===== src/rtl/mix_out_pkg.sv =====
`default_nettype none
// ============================================================================
// Module      : mix_out_pkg
// Description : Shared constants, gain FSM state type and saturation helper
//               for the mixer output stage.
// Revision    : 1.0 - initial release
// ============================================================================
package mix_out_pkg;

    localparam logic [15:0] UNITY_GAIN = 16'h8000;

    typedef enum logic [1:0] {
        HOLD      = 2'd0,
        RAMP_UP   = 2'd1,
        RAMP_DOWN = 2'd2
    } gain_state_t;

    // Clamp a signed value into the range of a signed word of 'width' bits.
    function automatic logic signed [63:0] sat_signed(
        input logic signed [63:0] value,
        input int                 width
    );
        logic signed [63:0] max_v;
        logic signed [63:0] min_v;
        max_v = (64'sd1 <<< (width - 1)) - 64'sd1;
        min_v = -max_v - 64'sd1;
        if (value > max_v)
            sat_signed = max_v;
        else if (value < min_v)
            sat_signed = min_v;
        else
            sat_signed = value;
    endfunction

endpackage
`default_nettype wire


===== src/rtl/mix_out_fifo.sv =====
`default_nettype none
// ============================================================================
// Module      : mix_out_fifo
// Description : Synchronous first-word-fall-through FIFO; DEPTH power of 2.
// Revision    : 1.0 - initial release
// ============================================================================
module mix_out_fifo #(
    parameter int WIDTH = 24,
    parameter int DEPTH = 8
) (
    input  logic                       clk,
    input  logic                       rst,
    input  logic                       push,
    input  logic                       pop,
    input  logic [WIDTH-1:0]           din,
    output logic [WIDTH-1:0]           dout,
    output logic                       full,
    output logic                       empty,
    output logic [$clog2(DEPTH):0]     level
);

    localparam int AW = $clog2(DEPTH);

    logic [WIDTH-1:0] r_mem_q [DEPTH];
    logic [AW-1:0]    r_wr_ptr_q, w_wr_ptr_d;
    logic [AW-1:0]    r_rd_ptr_q, w_rd_ptr_d;
    logic [AW:0]      r_count_q,  w_count_d;

    // Pointers wrap naturally because DEPTH is a power of two.
    always_comb begin
        w_wr_ptr_d = r_wr_ptr_q;
        w_rd_ptr_d = r_rd_ptr_q;
        w_count_d  = r_count_q;
        if (push)
            w_wr_ptr_d = r_wr_ptr_q + AW'(1);
        if (pop)
            w_rd_ptr_d = r_rd_ptr_q + AW'(1);
        if (push && !pop)
            w_count_d = r_count_q + (AW+1)'(1);
        else if (pop && !push)
            w_count_d = r_count_q - (AW+1)'(1);
    end

    always_ff @(posedge clk) begin
        if (rst) begin
            r_wr_ptr_q <= '0;
            r_rd_ptr_q <= '0;
            r_count_q  <= '0;
        end else begin
            r_wr_ptr_q <= w_wr_ptr_d;
            r_rd_ptr_q <= w_rd_ptr_d;
            r_count_q  <= w_count_d;
        end
    end

    always_ff @(posedge clk) begin
        if (push)
            r_mem_q[r_wr_ptr_q] <= din;
    end

    assign dout  = r_mem_q[r_rd_ptr_q];
    assign full  = (r_count_q == (AW+1)'(DEPTH));
    assign empty = (r_count_q == '0);
    assign level = r_count_q;

endmodule
`default_nettype wire


===== src/rtl/mix_output_stage.sv =====
`default_nettype none
// ============================================================================
// Module      : mix_output_stage
// Description : Ramped master gain, saturation to DAC width and output FIFO.
//               Optional clip counter enabled by MIX_OUT_CLIP_COUNT_EN.
// Revision    : 1.0 - initial release
// ============================================================================
module mix_output_stage
    import mix_out_pkg::*;
#(
    parameter int IN_WIDTH   = 32,
    parameter int OUT_WIDTH  = 24,
    parameter int GAIN_WIDTH = 16,
    parameter int RAMP_STEP  = 16,
    parameter int FIFO_DEPTH = 8
) (
    input  logic                          clk,
    input  logic                          rst,
    input  logic [IN_WIDTH-1:0]           sample_in,
    input  logic                          sample_in_valid,
    input  logic [GAIN_WIDTH-1:0]         gain_target,
    input  logic                          gain_load,
    output logic [GAIN_WIDTH-1:0]         gain_current,
    output logic                          ramping,
    output logic [OUT_WIDTH-1:0]          sample_out,
    output logic                          sample_out_valid,
    input  logic                          sample_out_ready,
    output logic [$clog2(FIFO_DEPTH):0]   fifo_level,
    output logic                          overflow,
    input  logic                          overflow_clr,
    output logic                          clip
`ifdef MIX_OUT_CLIP_COUNT_EN
   ,output logic [15:0]                   clip_count,
    input  logic                          clip_count_clr
`endif
);

    localparam int                    PROD_W = IN_WIDTH + GAIN_WIDTH + 1;
    localparam int                    SHIFT  = 15 + IN_WIDTH - OUT_WIDTH;
    localparam logic [GAIN_WIDTH-1:0] C_STEP = GAIN_WIDTH'(RAMP_STEP);

    gain_state_t              r_state_q,  w_state_d;
    logic [GAIN_WIDTH-1:0]    r_gain_q,   w_gain_d;
    logic [GAIN_WIDTH-1:0]    r_target_q, w_target_d;
    logic [GAIN_WIDTH-1:0]    w_diff;

    logic                     r_s1_vld_q, w_s1_vld_d;
    logic signed [PROD_W-1:0] r_prod_q,   w_prod_d;
    logic                     r_s2_vld_q, w_s2_vld_d;
    logic [OUT_WIDTH-1:0]     r_s2_data_q, w_s2_data_d;
    logic                     r_clip_q,   w_clip_d;
    logic                     r_overflow_q, w_overflow_d;

    logic signed [PROD_W-1:0] w_shift;
    logic signed [63:0]       w_ext;
    logic signed [63:0]       w_sat;

    logic                     w_push, w_pop, w_drop;
    logic                     w_full, w_empty;
    logic [OUT_WIDTH-1:0]     w_dout;

    // Gain FSM. In HOLD target equals gain, so the direction compare only
    // leaves HOLD on a load; a load while ramping re-aims the same cycle.
    always_comb begin
        w_target_d = gain_load ? gain_target : r_target_q;
        w_gain_d   = r_gain_q;
        w_diff     = (w_target_d > r_gain_q) ? (w_target_d - r_gain_q)
                                             : (r_gain_q - w_target_d);
        if (w_target_d > r_gain_q)
            w_state_d = RAMP_UP;
        else if (w_target_d < r_gain_q)
            w_state_d = RAMP_DOWN;
        else
            w_state_d = HOLD;
        if (r_state_q != HOLD && sample_in_valid) begin
            if (w_diff <= C_STEP) begin
                w_gain_d  = w_target_d;
                w_state_d = HOLD;
            end else if (w_target_d > r_gain_q) begin
                w_gain_d = r_gain_q + C_STEP;
            end else begin
                w_gain_d = r_gain_q - C_STEP;
            end
        end
    end

    // Two-stage datapath: multiply with the pre-step gain, then shift/saturate.
    always_comb begin
        w_s1_vld_d  = sample_in_valid;
        w_prod_d    = {{(PROD_W-IN_WIDTH){sample_in[IN_WIDTH-1]}}, sample_in}
                    * {{(PROD_W-GAIN_WIDTH){1'b0}}, r_gain_q};
        w_shift     = r_prod_q >>> SHIFT;
        w_ext       = {{(64-PROD_W){w_shift[PROD_W-1]}}, w_shift};
        w_sat       = sat_signed(w_ext, OUT_WIDTH);
        w_s2_vld_d  = r_s1_vld_q;
        w_s2_data_d = w_sat[OUT_WIDTH-1:0];
        w_clip_d    = r_s1_vld_q && (w_sat != w_ext);
    end

    always_comb begin
        w_pop        = !w_empty && sample_out_ready;
        w_push       = r_s2_vld_q && (!w_full || w_pop);
        w_drop       = r_s2_vld_q && w_full && !w_pop;
        w_overflow_d = r_overflow_q;
        if (w_drop)
            w_overflow_d = 1'b1;
        else if (overflow_clr)
            w_overflow_d = 1'b0;
    end

    always_ff @(posedge clk) begin
        if (rst) begin
            r_state_q    <= HOLD;
            r_gain_q     <= GAIN_WIDTH'(UNITY_GAIN);
            r_target_q   <= GAIN_WIDTH'(UNITY_GAIN);
            r_s1_vld_q   <= 1'b0;
            r_prod_q     <= '0;
            r_s2_vld_q   <= 1'b0;
            r_s2_data_q  <= '0;
            r_clip_q     <= 1'b0;
            r_overflow_q <= 1'b0;
        end else begin
            r_state_q    <= w_state_d;
            r_gain_q     <= w_gain_d;
            r_target_q   <= w_target_d;
            r_s1_vld_q   <= w_s1_vld_d;
            r_prod_q     <= w_prod_d;
            r_s2_vld_q   <= w_s2_vld_d;
            r_s2_data_q  <= w_s2_data_d;
            r_clip_q     <= w_clip_d;
            r_overflow_q <= w_overflow_d;
        end
    end

    mix_out_fifo #(
        .WIDTH (OUT_WIDTH),
        .DEPTH (FIFO_DEPTH)
    ) u_fifo (
        .clk   (clk),
        .rst   (rst),
        .push  (w_push),
        .pop   (w_pop),
        .din   (r_s2_data_q),
        .dout  (w_dout),
        .full  (w_full),
        .empty (w_empty),
        .level (fifo_level)
    );

`ifdef MIX_OUT_CLIP_COUNT_EN
    logic [15:0] r_clip_count_q, w_clip_count_d;

    always_comb begin
        w_clip_count_d = r_clip_count_q;
        if (clip_count_clr)
            w_clip_count_d = '0;
        else if (r_clip_q && r_clip_count_q != 16'hFFFF)
            w_clip_count_d = r_clip_count_q + 16'd1;
    end

    always_ff @(posedge clk) begin
        if (rst)
            r_clip_count_q <= '0;
        else
            r_clip_count_q <= w_clip_count_d;
    end

    assign clip_count = r_clip_count_q;
`endif

    assign gain_current     = r_gain_q;
    assign ramping          = (r_state_q != HOLD);
    assign sample_out_valid = !w_empty;
    assign sample_out       = w_empty ? '0 : w_dout;
    assign overflow         = r_overflow_q;
    assign clip             = r_clip_q;

endmodule
`default_nettype wire


===== config.mk =====
export PLATFORM = sky130hd
export DESIGN_NAME = mix_output_stage
export DESIGN_NICKNAME = d
export VERILOG_FILES = /design/src/rtl/mix_out_pkg.sv /design/src/rtl/mix_out_fifo.sv /design/src/rtl/mix_output_stage.sv
export SDC_FILE = /design/constraint.sdc
export NUM_CORES = 2
export LEC_CHECK = 0
export ABC_AREA = 1
export ABC_CLOCK_PERIOD_IN_PS = 10100
export CAP_MARGIN = 20
export CORE_UTILIZATION = 64
export DETAILED_ROUTE_END_ITERATION = 8
export HOLD_SLACK_MARGIN = 0.15
export PLACE_DENSITY = 0.92
export SLEW_MARGIN = 20
export SYNTH_ARGS = -nofsm -noshare
export SYNTH_HDL_FRONTEND = slang
export SYNTH_SLANG_ARGS = --single-unit

===== constraint.sdc =====
create_clock -name clk -period 10.1 [get_ports clk]
set_clock_uncertainty 0.15 [all_clocks]
set_input_delay 3.03 -clock clk [delete_from_list [all_inputs] [get_ports clk]]
set_output_delay 3.03 -clock clk [all_outputs]
set_load 0.005 [all_outputs]

=== Yosys cells after proc, flatten, opt, wreduce, memory -nomap -nowiden ===
Memories as Yosys holds them, arrays and structs flattened. A register that Yosys moved wholly into a read port is not among the register bits.
Index checks and enable logic that the tools add are counted.

* Bits in writable memories: 192
* Bits in latches: 0
* Flip-flop bits (word level): 121
* Input port bits: 54
* Memories kept: 1
* ROM bits: 0

* Divide/modulo/power cells: 0
* Order comparisons: 5
* Multipliers: 1
* Add/subtract/negate cells: 8
* Equal/unequal tests: 2
* Shift-type cells: 0
* Bitwise gates (word level): 0
* Muxes and demuxes: 19
* Reductions and logical operators: 17

{| class="wikitable"
|+ Memory list
! name !! depth !! width !! rd ports !! clocked after Yosys merged registers in !! wr ports !! RTL line !! source
|-
| u_fifo.r_mem_q || 8 || 24 || 1 || 1 || 1 || mix_out_fifo.sv:24 || <nowiki>logic [WIDTH-1:0] r_mem_q [DEPTH];</nowiki>
|}

{| class="wikitable"
|+ Operators by type and width
! kind !! count
|-
| 2-to-1 mux 64 bit || 2
|-
| 2-to-1 mux 16 bit || 4
|-
| != test 64 x 26 -> 1 bit || 1
|-
| multiplier 32 x 17 -> 49 bit || 1
|-
| subtractor 16 bit || 2
|-
| > comparator 26 x 24 -> 1 bit (second input constant) || 1
|-
| less-than comparator 26 x 24 -> 1 bit (second input constant) || 1
|-
| 2-to-1 mux 24 bit || 1
|-
| adder 16 x 5 -> 16 bit (second input constant) || 1
|-
| > comparator 16 bit || 1
|-
| less-or-equal comparator 16 x 5 -> 1 bit (second input constant) || 1
|-
| less-than comparator 16 bit || 1
|-
| subtractor 16 x 5 -> 16 bit (second input constant) || 1
|-
| logical AND 1 bit || 8
|-
| 2-to-1 mux 2 bit || 4
|-
| 2-to-1 mux 4 bit || 2
|-
| adder 3 x 1 -> 3 bit (second input constant) || 2
|-
| 2-to-1 mux 3 bit || 2
|-
| nonzero test 2 bit || 3
|-
| adder 4 x 1 -> 4 bit (second input constant) || 1
|-
| == test 4 bit (second input constant) || 1
|-
| logical NOT 1 bit || 4
|-
| logical NOT 4 bit || 1
|-
| 2-to-1 mux 1 bit || 4
|-
| other kinds (2) || 2
|}

=== Logic depth before layout (Yosys ltp) ===
* Depth after elaboration: 9
* Mapped depth: 29

=== By module ===
From an unflattened synthesis, not the netlist that was laid out.

* Cells, all modules: 4098
* Area, all modules: 32831.5 um^2

{| class="wikitable"
|+ By module, submodules not included
! module !! times used !! area each (um^2) !! cells an instance
|-
| mix_output_stage || 1 || 24508.5 || 3373
|-
| mix_out_fifo || 1 || 8323.0 || 725
|}

=== Least setup slack after synthesis ===
OpenSTA, ideal clock, no wires.

* Path type: input-to-reg
* Start: input port sample_in[31]
* End: register r_prod_q[48]
* Cell stages on the path: 20
* Path slack: 1637 ps
* Data arrival time: 8188 ps
* Data required time: 9825 ps
* Setup time: 125 ps
* Path buffers: 2
* Cell sequence: clkbuf_1 clkbuf_1 nand2_1 fa_1 fa_1 inv_1 fa_1 inv_1 fa_1 inv_1 fa_1 fa_1 ha_1 a21oi_1 nand3b_1 nand2_1 a211oi_1 o211ai_1 o21ai_0 a21oi_1

* Longest elaborated chain between the ends: 1

{| class="wikitable"
|+ Ends and longest elaborated chain
! item !! RTL line !! source
|-
| start, declared || mix_output_stage.sv:19 || <nowiki>input logic [IN_WIDTH-1:0] sample_in,</nowiki>
|-
| multiplier 32 x 17 -> 49 bit || mix_output_stage.sv:91 || <nowiki>* {{(PROD_W-GAIN_WIDTH){1'b0}}, r_gain_q};</nowiki>
|-
| end signal, assigned || mix_output_stage.sv:127 || <nowiki>r_prod_q <= w_prod_d;</nowiki>
|-
| end, declared || mix_output_stage.sv:48 || <nowiki>logic signed [PROD_W-1:0] r_prod_q, w_prod_d;</nowiki>
|}

No other way between the ends.
A chain may end at the register's enable or synchronous reset.

=== Worst setup path after layout ===
* Start: input port sample_in[23]
* End: register r_prod_q[42]

The elaborated chain is that of the path after synthesis.

==> flow_metrics.env <==
export IMPL_status="completed"
export IMPL_worstPathMaxFanout=16
export IMPL_hold_class="reg2reg"
export IMPL_grt_pass1_vias=27600
export IMPL_path_common_cell="fa_1"
export IMPL_cts_buffers=25
export IMPL_area_growth_pct=6.80
export IMPL_netlist_area_leader_share=0.306
export IMPL_slowest_delay_ns=0.99
export IMPL_worstMarginPinSlew_ns=0.994
export IMPL_clk_path_buf_depth=3
export IMPL_required_ns=10.42
export IMPL_yosysTopAreaCell="fa_1"
export IMPL_routed_via_density=5.71
export IMPL_first_pass_iters=9
export IMPL_holdBufCountCts=0
export IMPL_dieArea_um2=51100
export IMPL_drt_iter0_drc=2866
export IMPL_antenna_found_initial=0
export IMPL_routed_wirelength_mm=83.6
export IMPL_drc_errors=0
export IMPL_synth_area_leaders="fa_1 31%, edfxtp_1 18%, inv_1 12%, nand2_1 10%, ha_1 6.3%"
export IMPL_rsz0062_at_grt="false"
export IMPL_seqCellArea_um2=7790
export IMPL_slew_viol_final=0
export IMPL_cp_arrival_ns=9.48
export IMPL_tns_ns=0
export IMPL_grt_pass1_wl_mm=136
export IMPL_cts_setup_buffers=0
export IMPL_crit_path_end_kind="register"
export IMPL_wl_per_cell_um=18.2
export IMPL_min_period_ns=9.16
export IMPL_num_io_pins=102
export IMPL_hold_violations=0
export IMPL_cp_slowest_cell="clkdlybuf4s50_1"
export IMPL_avgSynthCellArea_um2=8.17
export IMPL_cts_clk_slew_worst_paths_ns=0.06
export IMPL_htree_levels=1
export IMPL_drive_above_1_share=0.0317
export IMPL_syn_inst=3935
export IMPL_ys_seq_elements=293
export IMPL_finalSetupViolCount=0
export IMPL_grt_max_degree=98
export IMPL_grt_usage=0.340
export IMPL_nets=4605
export IMPL_start_util=0.653
export IMPL_root_buffer="clkbuf_16"
export IMPL_clock_sinks=293
export IMPL_yosysSeqAreaShare=0.242
export IMPL_synth_distinct_cells=46
export IMPL_rows=81
export IMPL_dp_hpwl_mm=60.9
export IMPL_drv_cap=0
export IMPL_crit_chain="clkdlybuf4s50_1 > nand2_1 > fa_1 > fa_1 > fa_1 > inv_1 > fa_1 > fa_1 > inv_1 > fa_1 > inv_1 > ha_1 > nand2_1 > nor2_1 > inv_1 > nor2_1 > inv_1 > o21ai_0 > nand3_1 > o21ai_0 > o21ai_0 > a21oi_1"
export IMPL_timing_final_crit_share=0.907
export IMPL_fmaxAchievable_ghz=0.109
export IMPL_ys_warn_count=0
export IMPL_die_w_um=226
export IMPL_overflow=0
export IMPL_fp_coreArea_um2=49300
export IMPL_timing_worst_setup_path_type="in2reg"
export IMPL_cts_resized=0
export IMPL_fill_cells=3562
export IMPL_place_port_buffers=101
export IMPL_ant_nets=0
export IMPL_synth_area_um2=32200
export IMPL_clk_latency_ns=0.56
export IMPL_multi_input_area_um2=19900
export IMPL_cts_tree="yes"
export IMPL_die_h_um=226
export IMPL_syn_num_nets=4642
export IMPL_place_gp_congestion=0.986
export IMPL_slew_headroom=0.337
export IMPL_critPathLaunchType="primary input"
export IMPL_vias=26200
[registers in the layout, summed over array words and instances, names as in the netlist, named ones only]
register,count
gain_current,16
overflow,1
r_prod_q,26
clip,1
r_target_q,16
r_s1_vld_q,1
r_s2_vld_q,1
u_fifo.level,4
u_fifo.r_mem_q,192
u_fifo.r_wr_ptr_q,3
r_s2_data_q,24
u_fifo.r_rd_ptr_q,3
r_state_q,2
[Yosys cell counts (all sizes together)]
| cell type | n |
|---|---|
| a211oi | 6 |
| a21boi | 4 |
| a21o | 2 |
| a21oi | 158 |
| a31oi | 34 |
| and2 | 2 |
| and3 | 3 |
| buf | 13 |
| clkbuf | 178 |
| clkinv | 3 |
| dfxtp | 101 |
| edfxtp | 192 |
| fa | 491 |
| ha | 162 |
| inv | 993 |
| nand2 | 863 |
| nand2b | 1 |
| nand3 | 79 |
| nand3b | 5 |
| nand4 | 23 |
| nor2 | 313 |
| nor3 | 8 |
| nor4 | 8 |
| nor4b | 1 |
| o2111ai | 1 |
| o211ai | 3 |
| o21a | 8 |
| o21ai | 201 |
| o21bai | 4 |
| o221ai | 2 |
| o22ai | 24 |
| o31ai | 2 |
| or2 | 17 |
| xnor2 | 11 |
| xor2 | 19 |
[layout make-up]
cell class,count,share of cell area
tap,664,0.0242
sequential,293,0.227
antenna,3,0.000219
clock inverter,9,0.00339
multi-input combinational,2455,0.580
inverter,996,0.109
timing repair buffer,127,0.0350
clock buffer,37,0.0211
[per-stage QoR]
stage	utilization	setup slack (ns)	hold slack, ns	area [um^2]	instances
floorplan	-	1.64	0.246	32200	3935
global placement	0.680	0.636	0.296	33500	4535
detailed placement	0.680	0.609	0.314	33500	4535
CTS	0.697	1.13	0.322	34300	4581
global route	0.697	0.651	0.333	34300	4581
finish	0.697	0.942	0.320	34300	4584
[placed cells by master, fill, tap and decap left out, types with 4 or more instances in the layout]
cell	instances
xor2_1	19
o21bai_1	4
nand3b_1	5
o21ai_0	201
nand3_1	67
a21oi_1	158
a31oi_1	34
clkinv_2	5
or2_2	17
clkbuf_1	7
clkdlybuf4s50_1	100
nand4_1	23
xnor2_1	11
nand3_2	12
nor3_1	7
o22ai_1	24
edfxtp_1	192
a21boi_0	4
nor2_1	303
dfxtp_1	100
ha_1	162
fa_1	491
inv_1	986
nand2_2	7
nor4_1	8
clkbuf_16	26
nor2_4	9
inv_2	6
o21a_1	8
buf_4	26
a211oi_1	6
nand2_1	853
[cells by family (layout without fill, tap and decap cells)]
| group | Yosys count | in the layout | share of synthesized area |
|---|---|---|---|
| and+or+nand+nor | 1323 | 1323 | 0.167 |
| buffers and inverters | 1187 | 1169 | 0.140 |
| adders and majority gates | 653 | 653 | 0.369 |
| AOI/OAI and AO/OA | 449 | 449 | 0.0747 |
| DFF | 293 | 293 | 0.242 |
| xor gates and xnor gates | 30 | 30 | 0.00817 |
| other | 0 | 3 | 0 |
[per-layer routing]
metal / vias to the layer above / wire length (um) / part of all wire / global-route usage
met5: - / 0 / 0 / 0
met4: 0 / 5220 / 0.062 / 0.195
met3: 428 / 8320 / 0.10 / 0.0605
met2: 1658 / 40700 / 0.49 / 0.581
met1: 12500 / 29300 / 0.35 / 0.405
li1: 11600 / - / - / -
[worst paths after layout]
kind / from / to / slack (ns) / cells after the start
max reg2reg: gain_current[4] / r_prod_q[42] / 3.14 / 22
max: sample_in[23] / r_prod_q[42] / 0.94 / 22
min reg2reg: overflow / overflow / 0.32 / 2
min: overflow / overflow / 0.32 / 2
[critical path, delay by kind of cell]
kind                     cells  cell delay [ns]
AO/OA/AOI/OAI                4             0.87
adder cells (fa/ha/maj)      7             3.59
buffers and inverters        6             1.26
AND/OR/NAND/NOR              5             0.72
Power is not shown: default switching activity piles up to over one toggle a cycle in this logic, so the estimate is an artifact.
